$ cat src/rtl/mem_if_pkg.sv
// Shared definitions for the SRAM-like memory bridges: size codes, bridge
// state encoding and the byte-enable to size/offset mapping.
package mem_if_pkg;

  localparam logic [1:0] SIZE_BYTE = 2'd0;
  localparam logic [1:0] SIZE_HALF = 2'd1;
  localparam logic [1:0] SIZE_WORD = 2'd2;

  typedef enum logic [1:0] {IDLE, REQ, WAIT, DONE} state_t;

  typedef struct packed {
    logic [1:0] size;
    logic [1:0] off;
  } wen_enc_t;

  // Unrecognised enable patterns fall back to an aligned word access.
  function automatic wen_enc_t wen_to_enc(input logic [3:0] wen);
    wen_enc_t e;
    e.size = SIZE_WORD;
    e.off  = 2'b00;
    case (wen)
      4'b1111: begin e.size = SIZE_WORD; e.off = 2'b00; end
      4'b0011: begin e.size = SIZE_HALF; e.off = 2'b00; end
      4'b1100: begin e.size = SIZE_HALF; e.off = 2'b10; end
      4'b0001: begin e.size = SIZE_BYTE; e.off = 2'b00; end
      4'b0010: begin e.size = SIZE_BYTE; e.off = 2'b01; end
      4'b0100: begin e.size = SIZE_BYTE; e.off = 2'b10; end
      4'b1000: begin e.size = SIZE_BYTE; e.off = 2'b11; end
      default: begin e.size = SIZE_WORD; e.off = 2'b00; end
    endcase
    return e;
  endfunction

endpackage

$ cat src/rtl/sram_like_drop_ctr.sv
// Counts responses still owed by the interconnect for abandoned requests.
// Saturates at both ends; a simultaneous inc and dec leaves the count alone.
module sram_like_drop_ctr #(
  parameter int MAX_DROP = 2
) (
  input  logic                          clk,
  input  logic                          rst,
  input  logic                          inc,
  input  logic                          dec,
  output logic [$clog2(MAX_DROP+1)-1:0] count,
  output logic                          zero,
  output logic                          full
);

  localparam int CW = $clog2(MAX_DROP + 1);

  assign zero = (count == '0);
  assign full = (count == CW'(MAX_DROP));

  always_ff @(posedge clk or posedge rst) begin
    if (rst) begin
      count <= '0;
    end else if (inc && dec) begin
      count <= count;
    end else if (inc && !full) begin
      count <= count + CW'(1);
    end else if (dec && !zero) begin
      count <= count - CW'(1);
    end
  end

endmodule

$ cat src/rtl/sram_like_bridge.sv
// Stalling SRAM-style CPU port to SRAM-like req/addr_ok/data_ok bridge with
// flush support: responses to abandoned requests are counted off and dropped.
module sram_like_bridge
  import mem_if_pkg::*;
#(
  parameter int ADDR_W   = 32,
  parameter bit WRITE_EN = 1'b1,
  parameter int MAX_DROP = 2
) (
  input  logic              clk,
  input  logic              rst,
  input  logic              cpu_en,
  input  logic [3:0]        cpu_wen,
  input  logic [ADDR_W-1:0] cpu_addr,
  input  logic [31:0]       cpu_wdata,
  input  logic              cpu_flush,
  output logic [31:0]       cpu_rdata,
  output logic              cpu_stall,
  input  logic              longest_stall,
  output logic              req,
  output logic              wr,
  output logic [1:0]        size,
  output logic [ADDR_W-1:0] addr,
  output logic [31:0]       wdata,
  input  logic              addr_ok,
  input  logic              data_ok,
  input  logic [31:0]       rdata
);

  localparam int CW = $clog2(MAX_DROP + 1);

  state_t          state, state_nxt;
  logic            flush_pend, flush_pend_nxt;
  logic [31:0]     hold;
  logic            launch, capture;
  logic            drop_inc, drop_dec;
  logic [CW-1:0]   drop_cnt;
  logic            drop_zero, drop_full;

  logic            is_wr;
  wen_enc_t        enc;
  logic [1:0]      launch_size;
  logic [ADDR_W-1:0] launch_addr;

  sram_like_drop_ctr #(.MAX_DROP(MAX_DROP)) u_drop (
    .clk   (clk),
    .rst   (rst),
    .inc   (drop_inc),
    .dec   (drop_dec),
    .count (drop_cnt),
    .zero  (drop_zero),
    .full  (drop_full)
  );

  assign is_wr       = WRITE_EN && (cpu_wen != 4'b0000);
  assign enc         = wen_to_enc(cpu_wen);
  assign launch_size = is_wr ? enc.size : SIZE_WORD;
  assign launch_addr = is_wr ? {cpu_addr[ADDR_W-1:2], enc.off} : cpu_addr;

  // Reset gates the stall so every output reads 0 while rst is held.
  assign cpu_stall = !rst && cpu_en && (state != DONE);
  assign req       = (state == REQ);
  assign cpu_rdata = hold;

  always_comb begin
    state_nxt      = state;
    flush_pend_nxt = flush_pend;
    launch         = 1'b0;
    capture        = 1'b0;
    drop_inc       = 1'b0;
    drop_dec       = data_ok && !drop_zero;
    case (state)
      IDLE: begin
        if (cpu_en && !cpu_flush && !drop_full) begin
          state_nxt      = REQ;
          launch         = 1'b1;
          flush_pend_nxt = 1'b0;
        end
      end
      REQ: begin
        // The request cannot be withdrawn; a flush only marks it abandoned.
        if (addr_ok) begin
          flush_pend_nxt = 1'b0;
          if (flush_pend || cpu_flush) begin
            drop_inc  = 1'b1;
            state_nxt = IDLE;
          end else begin
            state_nxt = WAIT;
          end
        end else if (cpu_flush) begin
          flush_pend_nxt = 1'b1;
        end
      end
      WAIT: begin
        if (cpu_flush) begin
          state_nxt = IDLE;
          drop_inc  = !(data_ok && drop_zero);
        end else if (data_ok && drop_zero) begin
          capture   = 1'b1;
          state_nxt = DONE;
        end
      end
      DONE: begin
        if (cpu_flush || !longest_stall) state_nxt = IDLE;
      end
      default: state_nxt = IDLE;
    endcase
  end

  always_ff @(posedge clk or posedge rst) begin
    if (rst) begin
      state      <= IDLE;
      flush_pend <= 1'b0;
      hold       <= '0;
      wr         <= 1'b0;
      size       <= '0;
      addr       <= '0;
      wdata      <= '0;
    end else begin
      state      <= state_nxt;
      flush_pend <= flush_pend_nxt;
      if (capture) hold <= rdata;
      if (launch) begin
        wr    <= is_wr;
        size  <= launch_size;
        addr  <= launch_addr;
        wdata <= WRITE_EN ? cpu_wdata : 32'h0;
      end
    end
  end

  a_no_stray_data_ok : assert property (@(posedge clk) disable iff (rst)
    !(data_ok && drop_zero && (state == IDLE || state == REQ)))
    else $error("sram_like_bridge: data_ok with no request outstanding");

endmodule

$ cat config.mk
export PLATFORM = sky130hd
export DESIGN_NAME = sram_like_bridge
export DESIGN_NICKNAME = d
export VERILOG_FILES = /design/src/rtl/mem_if_pkg.sv /design/src/rtl/sram_like_drop_ctr.sv /design/src/rtl/sram_like_bridge.sv
export SDC_FILE = /design/constraint.sdc
export NUM_CORES = 1
export LEC_CHECK = 0
export BUFFER_PORTS_ARGS = -buffer_cell sky130_fd_sc_hd__buf_2
export CORE_ASPECT_RATIO = 0.7
export CORE_UTILIZATION = 50
export CTS_CLUSTER_SIZE = 20
export DETAILED_ROUTE_END_ITERATION = 16
export PLACE_DENSITY = 0.82
export SLEW_MARGIN = 20
export SYNTH_ARGS = -nofsm -noshare
export SYNTH_HDL_FRONTEND = slang
export SYNTH_SLANG_ARGS = --single-unit
$ cat constraint.sdc
create_clock -name clk -period 6.35 [get_ports clk]
set_clock_uncertainty 0.1 [all_clocks]
set_input_delay 1.905 -clock clk [delete_from_list [all_inputs] [get_ports clk]]
set_output_delay 1.905 -clock clk [all_outputs]
set_load 0.1 [all_outputs]
==> out/summary.txt, run 1 <==
All-Layer GR Usage: 20.2%
Post-CTS Setup Repair Bufs: 0
worst-path fanout max: 2
crit start category: primary input
initial antenna violation count: 0
diode count: 0
hpwl dp: 6850 um
Core Rows: 28
first-pass GRT wire length: 14300 um
fin crit period: 4660 ps
chip height: 80.7 um
Required @ worst endpoint: 4350 ps
r2r startpoint: state[0]
fmax: 214 MHz
initial core utilization: 52.0%
CTS Buf Count: 9
top layer in use: met4
post-synthesis cell area: 0.00443 mm2
share of the synthesized area in the top cell type: 58.8%
Compound-Gate Fraction of Synth Area: 3.82%
CP arrival: 2660 ps
Post-Synth Simple-Gate Area: 3.85%
xor/xnor share of the synthesized area: 0.198%
vias in the first global route: 2897
Post-synth EDFFs: 0
Tightest Pin Transition: 894 ps
register area: 0.00260 mm2
core footprint: 0.00851 mm2
global route overflow: 0
# DRC: 0
HP Start: size[1]
Rel. slew slack: 40.4%
First-pass DRT Iterations: 4
PortBufs: 207
crit path launch: rst
post-synthesis mux area share: 29.0%
area of the multi-input gates: 0.00168 mm2
Clock transition at path regs: 70 ps
wire length on met3: 669 um
DR vias/cell: 4.87
CTS tree: yes
Max clock buf depth: 2
Final nets: 593
Crit. End Element: output port
Post-Syn Nets: 383
most frequent cell after synthesis: dfrtp_1
Die Wd: 114 um
critical path class: in2out
hold_buf cts: 0
fin util: 68.5%
# resized after CTS: 0
WL/cell: 15.2 um
Hold Vio Cnt, Final: 0
Synth Flop Type: dfrtp_1
Non-Filler Instances: 607
setup slack after layout: 1690 ps
Yosys Warn Count: 0
Yosys reg bits: 104
pin count of the biggest net entering global routing: 73
Mapped Cells: 272
Max-Cap Viols: 0
status: finished, final reports clean
placed cells: 591
Period Utilization, post-route: 73.5%
Total Routed Length: 9230 um
DIE AREA: 0.00924 mm2
largest family of logic cells by synthesized area: multiplexers
post-synth top area cell: dfrtp_1
Avg Inst Size Synth: 16.3 um2
Layout fillers: 612
sequential fraction of the synthesis area: 58.8%
remaining antenna violation count after routing: 0
routed vias: 2957
Slew Limit Fails: 0
count of cell types in the netlist: 39
H-tree depth: 3
worst-skew pair later-pin latency: 330 ps
initial drt markers: 117
RSZ-0062 raised after global routing: false
metal2 WL: 4400 um
P&R area growth vs syn: 31.8%
Final setup viols: 0
Post-Synth Adder-Cell Area: 1.13%
Clock Root Buffer: clkbuf_16
Post-synth top cells: dfrtp_1 (104), mux2_4 (60), mux2_1 (29)
DP Worst Slack: 1690 ps
setup TNS: 0 ps
gp weighted congestion: 0.844
fraction of registers with async set/reset: 100%
Area contributors post-synth: dfrtp_1 (59%), mux2_4 (20%), mux2_1 (7.4%)
Ports: 208
min-delay worst type: reg2reg
met1 WL: 4070 um
clock sinks: 104
share of cells above drive strength 1: 60.6%
-- state kept, by name (all words and copies together) (netlist names) --
register      cells
wr                1
wdata            32
cpu_rdata        32
flush_pend        1
addr             32
state             2
size              2
u_drop.count      2
-- cell usage in the layout, fill, tap and decap left out, types with 2 or more instances in the layout --
cell,n
a21o_1,2
a21oi_1,4
buf_2,207
buf_4,4
clkbuf_16,9
clkbuf_8,2
dfrtp_1,104
ha_1,4
inv_1,3
inv_6,3
mux2_1,29
mux2_2,5
mux2_4,60
nand2_1,8
nand2b_1,4
nand3b_1,2
nor2_1,2
nor2b_1,2
o21ai_0,7
o221ai_1,2
-- critical path, cell delays in order --
cell	delay, ps
buf_2	120
nor3b_1	180
buf_2	450
-- kinds of logic (layout without fill, tap and decap cells) --
kind of cell             Yosys count  in the layout
flip-flops                       104            104
multiplexers                      94             94
AND/OR/NAND/NOR                   28             28
AO/OA/AOI/OAI                     25             25
buffers and inverters             16            231
adder cells (fa/ha/maj)            4              4
XOR/XNOR                           1              1
-- stage by stage --
step / instance area (um2) / hold slack [ps]
3_5_place_dp: 5520 / 373
6_report: 5830 / 382
4_1_cts: 5830 / 391
5_1_grt: 5830 / 407
3_3_place_gp: 5520 / 356
2_1_floorplan: 4430 / 410
-- layout make-up --
class | count | area share (%)
clock buffers | 11 | 4.33
clock inverters | 5 | 1.05
flip-flops and latches | 104 | 44.6
well taps | 120 | 2.57
multi-input cells | 152 | 28.8
repair buffers | 211 | 18.3
inverters | 4 | 0.300
-- per-layer routing --
layer / track usage (%) / up-vias
met5: 0 / -
met4: 5.32 / 0
met3: 6.26 / 7
met2: 32.4 / 144
met1: 27.0 / 1421
li1: - / 1385
-- path summary, 6_finish.rpt --
kind | end | slack (ps) | cells past startpoint
worst max-delay path | cpu_stall | 1690 | 3
worst min-delay path | size[1] | 380 | 2
worst max register to register | wdata[29] | 3700 | 6
worst min register to register | size[1] | 380 | 2
max in group asynchronous | u_drop.count[0] | 3430 | 3
min in group asynchronous | addr[23] | 1480 | 2
Power of run 1 is left out: the tool's default activity adds up to more than one toggle a clock period on the data nets, which glitch-free logic cannot reach.
==> run 2: changes to the inputs <==
--- a/config.mk
+++ b/config.mk
@@ -7,10 +7,10 @@
 export LEC_CHECK = 0
 export BUFFER_PORTS_ARGS = -buffer_cell sky130_fd_sc_hd__buf_2
 export CORE_ASPECT_RATIO = 0.7
-export CORE_UTILIZATION = 50
+export CORE_UTILIZATION = 42
 export CTS_CLUSTER_SIZE = 20
 export DETAILED_ROUTE_END_ITERATION = 16
-export PLACE_DENSITY = 0.82
+export PLACE_DENSITY = 0.73
 export SLEW_MARGIN = 20
 export SYNTH_ARGS = -nofsm -noshare
 export SYNTH_HDL_FRONTEND = slang
==> constraint.sdc (replaced) <==
create_clock -name clk -period 4 [get_ports clk]
set_clock_uncertainty 0.1 [all_clocks]
set_input_delay 1.2 -clock clk [delete_from_list [all_inputs] [get_ports clk]]
set_output_delay 1.2 -clock clk [all_outputs]
set_load 0.1 [all_outputs]
==> out/summary.txt, run 2 (synthesis results as in run 1) <==
status: finished, final reports clean
Required @ worst endpoint: 2700 ps
routed vias: 2914
setup TNS: 0 ps
core footprint: 0.00995 mm2
Ports: 208
P&R area growth vs syn: 32.4%
min-delay worst type: reg2reg
initial antenna violation count: 0
DR vias/cell: 4.75
R2R setup slack: 1820 ps
Max clock buf depth: 2
Core Rows: 30
chip height: 87.9 um
Total Routed Length: 9350 um
# DRC: 0
pin count of the biggest net entering global routing: 66
WL/cell: 15.2 um
All-Layer GR Usage: 17.3%
Clock transition at path regs: 70 ps
Worst Hold Path EP: wr
global route overflow: 0
Tightest Pin Transition: 897 ps
highest-count cells in the layout ignoring fill and taps: buf_2 (207), dfrtp_1 (104), mux2_4 (60), mux2_1 (29), clkbuf_16 (9)
First-pass DRT Iterations: 4
critical path class: in2out
Post-CTS Setup Repair Bufs: 0
Rel. slew slack: 40.1%
Slew Limit Fails: 0
initial drt markers: 67
CTS tree: yes
vias in the first global route: 2866
crit path launch: rst
HP Start: wr
r2r worst-path depth: 5
crit start category: primary input
Period Utilization, post-route: 80.6%
hold_buf cts: 0
hpwl dp: 6980 um
first-pass GRT wire length: 14700 um
RR Endpoint: wdata[19]
# resized after CTS: 0
diode count: 0
remaining antenna violation count after routing: 0
CP arrival: 1920 ps
RSZ-0062 raised after global routing: false
r2r startpoint: state[0]
CTS Buf Count: 9
DIE AREA: 0.0110 mm2
worst-skew pair later-pin latency: 330 ps
Final setup viols: 0
Hold Vio Cnt, Final: 0
Clock Root Buffer: clkbuf_16
gp weighted congestion: 0.792
share of cells above drive strength 1: 60.5%
Hold Crit Depth: 1
initial core utilization: 44.5%
worst-path fanout max: 2
PortBufs: 207
clock sinks: 104
fin crit period: 3220 ps
Die Wd: 125 um
Crit. End Element: output port
Final nets: 593
commonest non-fill, non-tap cell in the layout: buf_2
Max-Cap Viols: 0
fmax: 310 MHz
H-tree depth: 3
## run 2: stage by stage
step | worst slack (ps) | cell area (um2) | util (%) | hold WS [ps] | cells
floorplan | 286 | 4430 | - | 410 | 272
global placement | 782 | 5570 | 56.0 | 363 | 599
detailed placement | 779 | 5570 | 56.0 | 364 | 599
CTS | 775 | 5860 | 58.9 | 388 | 614
global route | 763 | 5860 | 58.9 | 408 | 614
finish | 776 | 5860 | 58.9 | 385 | 614
## run 2: worst max-delay path by stage
| stage | cells past startpoint | slack (ps) | to |
|---|---|---|---|
| 4_1_cts | 3 | 780 | cpu_stall |
| 3_3_place_gp | 3 | 780 | cpu_stall |
| 2_1_floorplan | 1 | 290 | cpu_stall |
| 5_1_grt | 3 | 760 | cpu_stall |
| 3_5_place_dp | 3 | 780 | cpu_stall |
| 6_report | 3 | 780 | cpu_stall |
## run 2: cell type report
cell class                 count  area, um2
fill                         772       4090
clock inverter                 5       57.6
tap                          128        160
clock buffer                  10        229
multi-input combinational    152       1690
sequential                   104       2600
inverter                       4       18.8
timing repair buffer         211       1100
## run 2: routing by layer
| metal | vias up | GRT usage (%) | wire length [um] |
|---|---|---|---|
| li1 | 1389 | - | - |
| met1 | 1378 | 22.4 | 4250 |
| met2 | 137 | 27.0 | 4220 |
| met3 | 10 | 6.66 | 765 |
| met4 | 0 | 5.91 | 109 |
| met5 | - | 0 | 0 |
## run 2: worst max-delay path, stage by stage
cell and delay, ps:
buf_2 120, nor3b_2 160, buf_2 440
Power of run 2 is left out for the same reason.
==> run 3: changes to the inputs <==
--- a/config.mk
+++ b/config.mk
@@ -7,10 +7,10 @@
 export LEC_CHECK = 0
 export BUFFER_PORTS_ARGS = -buffer_cell sky130_fd_sc_hd__buf_2
 export CORE_ASPECT_RATIO = 0.7
-export CORE_UTILIZATION = 42
+export CORE_UTILIZATION = 47
 export CTS_CLUSTER_SIZE = 20
 export DETAILED_ROUTE_END_ITERATION = 16
-export PLACE_DENSITY = 0.73
+export PLACE_DENSITY = 0.78
 export SLEW_MARGIN = 20
 export SYNTH_ARGS = -nofsm -noshare
 export SYNTH_HDL_FRONTEND = slang
==> constraint.sdc (replaced) <==
create_clock -name clk -period 3.1 [get_ports clk]
set_clock_uncertainty 0.1 [all_clocks]
set_input_delay 0.93 -clock clk [delete_from_list [all_inputs] [get_ports clk]]
set_output_delay 0.93 -clock clk [all_outputs]
set_load 0.1 [all_outputs]
==> out/summary.txt, run 3 (synthesis results as in run 1) <==
P&R area growth vs syn: 33.5%
diode count: 0
Total Routed Length: 9250 um
R2R setup slack: 1190 ps
Layout fillers: 693
Required @ worst endpoint: 2070 ps
Hold Vio Cnt, Final: 0
min-delay worst type: reg2reg
first-pass GRT wire length: 15100 um
CP peak stage delay: 440 ps
fin crit period: 2680 ps
slowest CP cell: buf_2
share of cells above drive strength 1: 60.7%
Ports: 208
critical path class: in2out
met1 usage: 25.6%
Rel. slew slack: 56.9%
PortBufs: 207
WL/cell: 15.1 um
clock sinks: 104
CTS Buf Count: 9
chip height: 83.2 um
hpwl dp: 6950 um
DR vias/cell: 4.74
pin count of the biggest net entering global routing: 55
Clock transition at path regs: 70 ps
routed vias: 2902
Tightest Pin Transition: 645 ps
crit path to: cpu_stall
crit path launch: rst
hold_buf cts: 0
All-Layer GR Usage: 20.2%
grt met3 use: 5.77%
r2r worst-path depth: 6
gp weighted congestion: 0.767
CP arrival: 1650 ps
highest-count cells in the layout ignoring fill and taps: buf_2 (207), dfrtp_1 (104), mux2_4 (60), mux2_1 (29), clkbuf_16 (9)
Final setup viols: 0
RSZ-0062 raised after global routing: false
initial antenna violation count: 0
CTS tree: yes
Final nets: 594
CP dominant cell by count: buf_2
Period Utilization, post-route: 86.5%
status: finished, final reports clean
most used routing layer: met2
Core Rows: 29
worst-path fanout max: 2
vias in the first global route: 3023
HP Start: wr
H-tree depth: 3
RR Endpoint: cpu_rdata[29]
# DRC: 0
commonest non-fill, non-tap cell in the layout: buf_2
# resized after CTS: 0
crit start category: primary input
Clock Root Buffer: clkbuf_16
initial drt markers: 79
worst-skew pair later-pin latency: 340 ps
Max clock buf depth: 2
r2r startpoint: state[0]
remaining antenna violation count after routing: 0
placed cells: 596
core footprint: 0.00911 mm2
fmax: 373 MHz
Die Wd: 118 um
First-pass DRT Iterations: 4
global route overflow: 0
DIE AREA: 0.00981 mm2
Crit. End Element: output port
CP cell instances: buf_2, nor3b_2, buf_2
initial core utilization: 48.6%
Post-CTS Setup Repair Bufs: 0
Slew Limit Fails: 0
Non-Filler Instances: 612
Max-Cap Viols: 0
GR Util met2: 32.6%
[run 3: cell type report]
cell class                 instances  area [um2]  area share [%]
multi-input combinational        152        1690            28.6
tap                              124         155            2.63
inverter                           4        18.8           0.318
sequential                       104        2600            44.1
clock buffer                      12         256            4.34
clock inverter                     4        76.3            1.29
timing repair buffer             212        1110            18.8
[run 3: per-stage QoR]
stage                     cell area (um2)  hold slack, ps  util [%]  setup TNS (ps)  worst slack [ps]
after floorplan                      4430             410         -           -73.6             -73.6
after global placement               5570             355      61.2               0               417
after detailed placement             5570             364      61.2               0               416
after CTS                            5910             381      64.9               0               413
after global routing                 5910             390      64.9               0               392
final                                5910             378      64.9               0               419
[run 3: how the worst min path moves through the flow]
stage / end / cells past startpoint
6_report: wr / 1
3_5_place_dp: wr / 1
2_1_floorplan: flush_pend / 2
3_3_place_gp: wr / 1
5_1_grt: wr / 1
4_1_cts: wr / 1
[run 3: critical path: cells and delay by family]
family | cells | cell delay [ps]
buf+inv | 2 | 560
simple gates | 1 | 160
[run 3: routing by layer]
metal / up-vias / share of wire (%)
met5: - / 0
met4: 0 / 1.7
met3: 14 / 6.9
met2: 132 / 48
met1: 1363 / 43
li1: 1393 / -
Power of run 3 is left out for the same reason.
